--- src/rtl/conv_window_sequencer.sv ---
// Sliding-window binary dot-product sequencer: shifts serial samples into a
// WIDTH-bit window and, once full, runs WIDTH AND-accumulate cycles per sample.
module conv_window_sequencer #(
  parameter int WIDTH = 6,
  parameter int SUM_W = 4
) (
  input  logic             clock,
  input  logic             reset,
  input  logic             clear,
  input  logic             kernel_load,
  input  logic [WIDTH-1:0] kernel_in,
  input  logic             sample_valid,
  input  logic             sample_bit,
  output logic             sample_ready,
  output logic             result_valid,
  output logic [SUM_W-1:0] result,
  input  logic             result_ready,
  output logic             busy
);

  localparam int FILL_W = $clog2(WIDTH + 1);
  localparam int IDX_W  = $clog2(WIDTH);
  localparam logic [FILL_W-1:0] FILL_FULL = FILL_W'(WIDTH);
  localparam logic [FILL_W-1:0] FILL_LAST = FILL_W'(WIDTH - 1);
  localparam logic [IDX_W-1:0]  IDX_LAST  = IDX_W'(WIDTH - 1);

  typedef enum logic [1:0] {IDLE, MAC, DONE} state_t;

  state_t            state_reg, state_next;
  logic [WIDTH-1:0]  kernel_reg, kernel_next;
  logic [WIDTH-1:0]  window_reg, window_next;
  logic [FILL_W-1:0] fill_reg, fill_next;
  logic [IDX_W-1:0]  idx_reg, idx_next;
  logic [SUM_W-1:0]  acc_reg, acc_next;
  logic [SUM_W-1:0]  result_reg, result_next;
  logic              result_valid_reg, result_valid_next;

  logic [WIDTH-1:0]  product;
  logic [SUM_W-1:0]  mac_sum;
  logic              accept;

  generate
    for (genvar gi = 0; gi < WIDTH; gi++) begin : g_prod
      assign product[gi] = window_reg[gi] & kernel_reg[gi];
    end
  endgenerate

  // Reset is folded in so no sample looks acceptable while reset is held.
  assign sample_ready = (state_reg == IDLE) && !clear && !kernel_load && !reset;
  assign accept       = sample_valid && sample_ready;
  assign mac_sum      = acc_reg + SUM_W'(product[idx_reg]);

  assign busy         = (state_reg != IDLE);
  assign result_valid = result_valid_reg;
  assign result       = result_reg;

  always_comb begin
    state_next        = state_reg;
    kernel_next       = kernel_reg;
    window_next       = window_reg;
    fill_next         = fill_reg;
    idx_next          = idx_reg;
    acc_next          = acc_reg;
    result_next       = result_reg;
    result_valid_next = result_valid_reg;

    if (clear) begin
      // Abort and flush; the kernel and last presented result survive.
      state_next        = IDLE;
      window_next       = '0;
      fill_next         = '0;
      idx_next          = '0;
      acc_next          = '0;
      result_valid_next = 1'b0;
    end else begin
      case (state_reg)
        IDLE: begin
          if (kernel_load) begin
            kernel_next = kernel_in;
          end else if (accept) begin
            window_next = {window_reg[WIDTH-2:0], sample_bit};
            fill_next   = (fill_reg == FILL_FULL) ? FILL_FULL : fill_reg + FILL_W'(1);
            if (fill_reg >= FILL_LAST) begin
              state_next = MAC;
              idx_next   = '0;
              acc_next   = '0;
            end
          end
        end
        MAC: begin
          acc_next = mac_sum;
          idx_next = idx_reg + IDX_W'(1);
          if (idx_reg == IDX_LAST) begin
            idx_next          = '0;
            result_next       = mac_sum;
            result_valid_next = 1'b1;
            state_next        = DONE;
          end
        end
        DONE: begin
          if (result_ready) begin
            result_valid_next = 1'b0;
            state_next        = IDLE;
          end
        end
        default: state_next = IDLE;
      endcase
    end
  end

  always_ff @(posedge clock or posedge reset) begin
    if (reset) begin
      state_reg        <= IDLE;
      kernel_reg       <= '0;
      window_reg       <= '0;
      fill_reg         <= '0;
      idx_reg          <= '0;
      acc_reg          <= '0;
      result_reg       <= '0;
      result_valid_reg <= 1'b0;
    end else begin
      state_reg        <= state_next;
      kernel_reg       <= kernel_next;
      window_reg       <= window_next;
      fill_reg         <= fill_next;
      idx_reg          <= idx_next;
      acc_reg          <= acc_next;
      result_reg       <= result_next;
      result_valid_reg <= result_valid_next;
    end
  end

endmodule

--- config.mk ---
export PLATFORM = sky130hd
export DESIGN_NAME = conv_window_sequencer
export DESIGN_NICKNAME = d
export VERILOG_FILES = /design/src/rtl/conv_window_sequencer.sv
export SDC_FILE = /design/constraint.sdc
export NUM_CORES = 1
export LEC_CHECK = 0
export BUFFER_PORTS_ARGS = -buffer_cell sky130_fd_sc_hd__buf_2
export CORE_MARGIN = 2
export CORE_UTILIZATION = 50
export CTS_CLUSTER_SIZE = 14
export DETAILED_ROUTE_END_ITERATION = 10
export PLACE_DENSITY = 0.7
export SYNTH_ARGS = -nofsm -noshare
export SYNTH_HDL_FRONTEND = slang
export SYNTH_SLANG_ARGS = --single-unit
export TNS_END_PERCENT = 1
--- constraint.sdc ---
create_clock -name clock -period 1.94 [get_ports clock]
set_input_delay 0.291 -clock clock [delete_from_list [all_inputs] [get_ports clock]]
set_output_delay 0.291 -clock clock [all_outputs]
set_load 0.005 [all_outputs]
==> summary.md <==
| Metric | Value |
|---|---|
| Outcome | `complete, no violations` |
| Routed Antenna Nets | `0` |
| # setup viols final | `0` |
| Peak Freq | `555 MHz` |
| Register area share after synthesis | `47.4%` |
| DRC | `0` |
| DR iter-0 viols | `30` |
| Synthesized netlist cell count | `147` |
| Max-Slew Margin vs Limit | `75.4%` |
| Mapped Area | `0.00153 mm^2` |
| Post-Syn Nets | `165` |
| Worst VDD drop | `0.402 mV` |
| Fraction of registers with async set/reset | `100%` |
| Place WS | `0.0339 ns` |
| Starting Density | `51.4%` |
| Share of layout cells above drive strength 1 | `34.1%` |
| CP required | `2.15 ns` |
| Worst skew pair latency | `0.33 ns` |
| Post-synthesis sequential element count | `29` |
| Worst-Margin Slew | `0.369 ns` |
| Avg WL per Cell | `14.2 um` |
| Top_reg_cell synth | `dfrtp_1` |
| Placed cells | `198` |
| Slew Limit Fails | `0` |
| # IOs | `20` |
| Area after DPL | `0.00166 mm^2` |
| Grt ovf | `0` |
| Final Worst Setup Slack | `0.138 ns` |
| CP max FO | `6` |
| Final HPWL DP | `2.08 mm` |
| Synth top area share | `47.4%` |
| Root buffer selected by CTS | `clkbuf_4` |
| Cts bufs inserted | `5` |
| Setup CP Type | `flop to flop` |
| Tcrit/Tclk final | `92.9%` |
| Vias | `1,162` |
| # diodes | `0` |
| WP data arrival | `2.01 ns` |
| Clock Skew | `0.0119 ns` |
| Top cells by area, synth | `dfrtp_1 (47%), mux2_2 (7.4%), nand3_1 (4.2%)` |
| H-tree Lvls | `2` |
| Nets | `193` |
| Cts hold-fix bufs | `0` |
| Die Area | `0.00352 mm^2` |
| TritonCTS clock tree | `built` |
| Number of vias per cell | `5.56` |
| DRT Pass-1 Iters | `4` |
| Count of input and output buffers | `19` |
| Worst-path clk slew | `0.10 ns` |
| Hold WC Path Type | `primary input to async pin` |
| Endpoint type of the worst setup path | `flop` |
| Die Width | `59.3 um` |
| Number of global-route vias before repair | `1,134` |
| Layout overhead on the synthesized area | `15.7%` |
| Overall Global Routing Usage | `20.0%` |
| Final instance area | `0.00177 mm^2` |
| Die Y | `59.3 um` |
| Final Hold Fails | `0` |
| Synth area leader | `dfrtp_1` |
| Clk sinks | `29` |
| Warnings from Yosys | `0` |
| Setup_tns | `0 ns` |
| Initial antenna violation count | `0` |
| Synth Area per Inst | `10.4 um^2` |
| Core Area | `0.00298 mm^2` |
| CTS max path bufs | `2` |
| Tot Pwr | `0.00123 W` |
| Post-synth EDFFs | `0` |
| Non-Filler Instances | `209` |
| Leakage power | `0.813 nW` |
| Num rows | `20` |
| Pwr dens | `694 mW/mm^2` |
| Max-cap violations | `0` |
| CP startpoint kind | `flop` |
| Unrepaired setup endpoints after global routing | `false` |
| Placer Congestion | `0.816` |
| Wire length of the first global-routing pass | `5.10 mm` |
| Min Clock Period, post-route | `1.80 ns` |
| Netlist cell types | `44` |
| Largest net degree at the start of global routing | `30` |
| Final WL | `2.96 mm` |
synthesized netlist by cell type (all sizes together) (2+ instances only):
cell type	n
nor2b	3
nor2	4
o21ai	10
clkbuf	3
nand2	10
dfrtp	29
a21oi	8
nor3	4
ha	5
buf	3
nor3b	2
o22ai	5
nand3	13
inv	14
nand3b	2
and2	2
mux2	10
critical path: stages, from the launching register on:
cell and delay (ns):
dfrtp_1 0.42, buf_4 0.14, buf_4 0.11, nor2b_1 0.21, nand3_1 0.18, nor2_2 0.25, mux2_2 0.37
metal layers:
layer	share of wire, %	global-route usage [%]	routed length (um)	vias to the layer above
met5	0	0	0	-
li1	-	-	-	572
met4	1.5	9.09	43	0
met1	46	24.7	1380	560
met3	5.0	7.21	149	4
met2	47	31.1	1390	26
path summary, 6_finish.rpt:
kind | start | end | slack (ns) | cells past startpoint
min in group clock | kernel_in[2] | kernel_reg[2]$_DFFE_PP0P_ | 0.19 | 2
hold / removal | reset | result_valid$_DFFE_PP0P_ | 0.03 | 3
hold reg to reg | result[0]$_DFFE_PP0P_ | result[0]$_DFFE_PP0P_ | 0.51 | 1
max in group asynchronous | reset | result[0]$_DFFE_PP0P_ | 1.63 | 3
setup / recovery | idx_reg[0]$_DFFE_PP0P_ | result[1]$_DFFE_PP0P_ | 0.14 | 6
setup reg to reg | idx_reg[0]$_DFFE_PP0P_ | result[1]$_DFFE_PP0P_ | 0.14 | 6
layout make-up:
cell class                 instances  area [um^2]
multi-input combinational         97          708
tap                               33         41.3
clock buffer                       7         55.1
sequential                        29          726
timing repair buffer              27          155
fill                             264         1210
clock inverter                     1         30.0
inverter                          15         56.3
logic make-up (layout without fill, tap and decap cells):
family                   Yosys count  after routing  share of synthesized area, %
adder cells (fa/ha/maj)            5              5                          4.08
multiplexers                      11             11                          8.01
AO/OA/AOI/OAI                     33             33                          15.0
XOR/XNOR                           2              2                          1.14
flip-flops                        29             29                          47.4
buffers and inverters             21             50                          7.11
AND/OR/NAND/NOR                   46             46                          17.3
where the power goes:
| group | total, W | switching, W | internal [W] | leakage [nW] |
|---|---|---|---|---|
| logic | 0.0000762 | 0.0000417 | 0.0000345 | 0.377 |
| clock network | 0.000517 | 0.000209 | 0.000308 | 0.0455 |
| registers | 0.000636 | 0.0000120 | 0.000624 | 0.391 |
per-stage QoR:
step                      util (%)  hold WS (ns)
after global routing          59.5        0.0339
final                         59.5        0.0262
after detailed placement      55.7         0.395
after global placement        55.7         0.392
after CTS                     58.8        0.0252
after floorplan                  -         0.369
layout by cell type, fill, tap and decap left out, drive strengths merged, types with 2 or more instances in the layout:
cell and count:
dfrtp 29, buf 27, inv 14, nand3 13
mux2 10, nand2 10, o21ai 10, a21oi 8
clkbuf 7, o22ai 5, ha 5, nor2 4
nor3 4, nor2b 3, and2 2, nand3b 2
nor3b 2
timing repair:
item                       4_1_cts  5_1_grt
setup endpoints to repair        1        2
pin swaps                        0        2
setup buffers                    1        2
gates resized for setup          0        4
No activity file was read; power rests on OpenSTA's default activity.
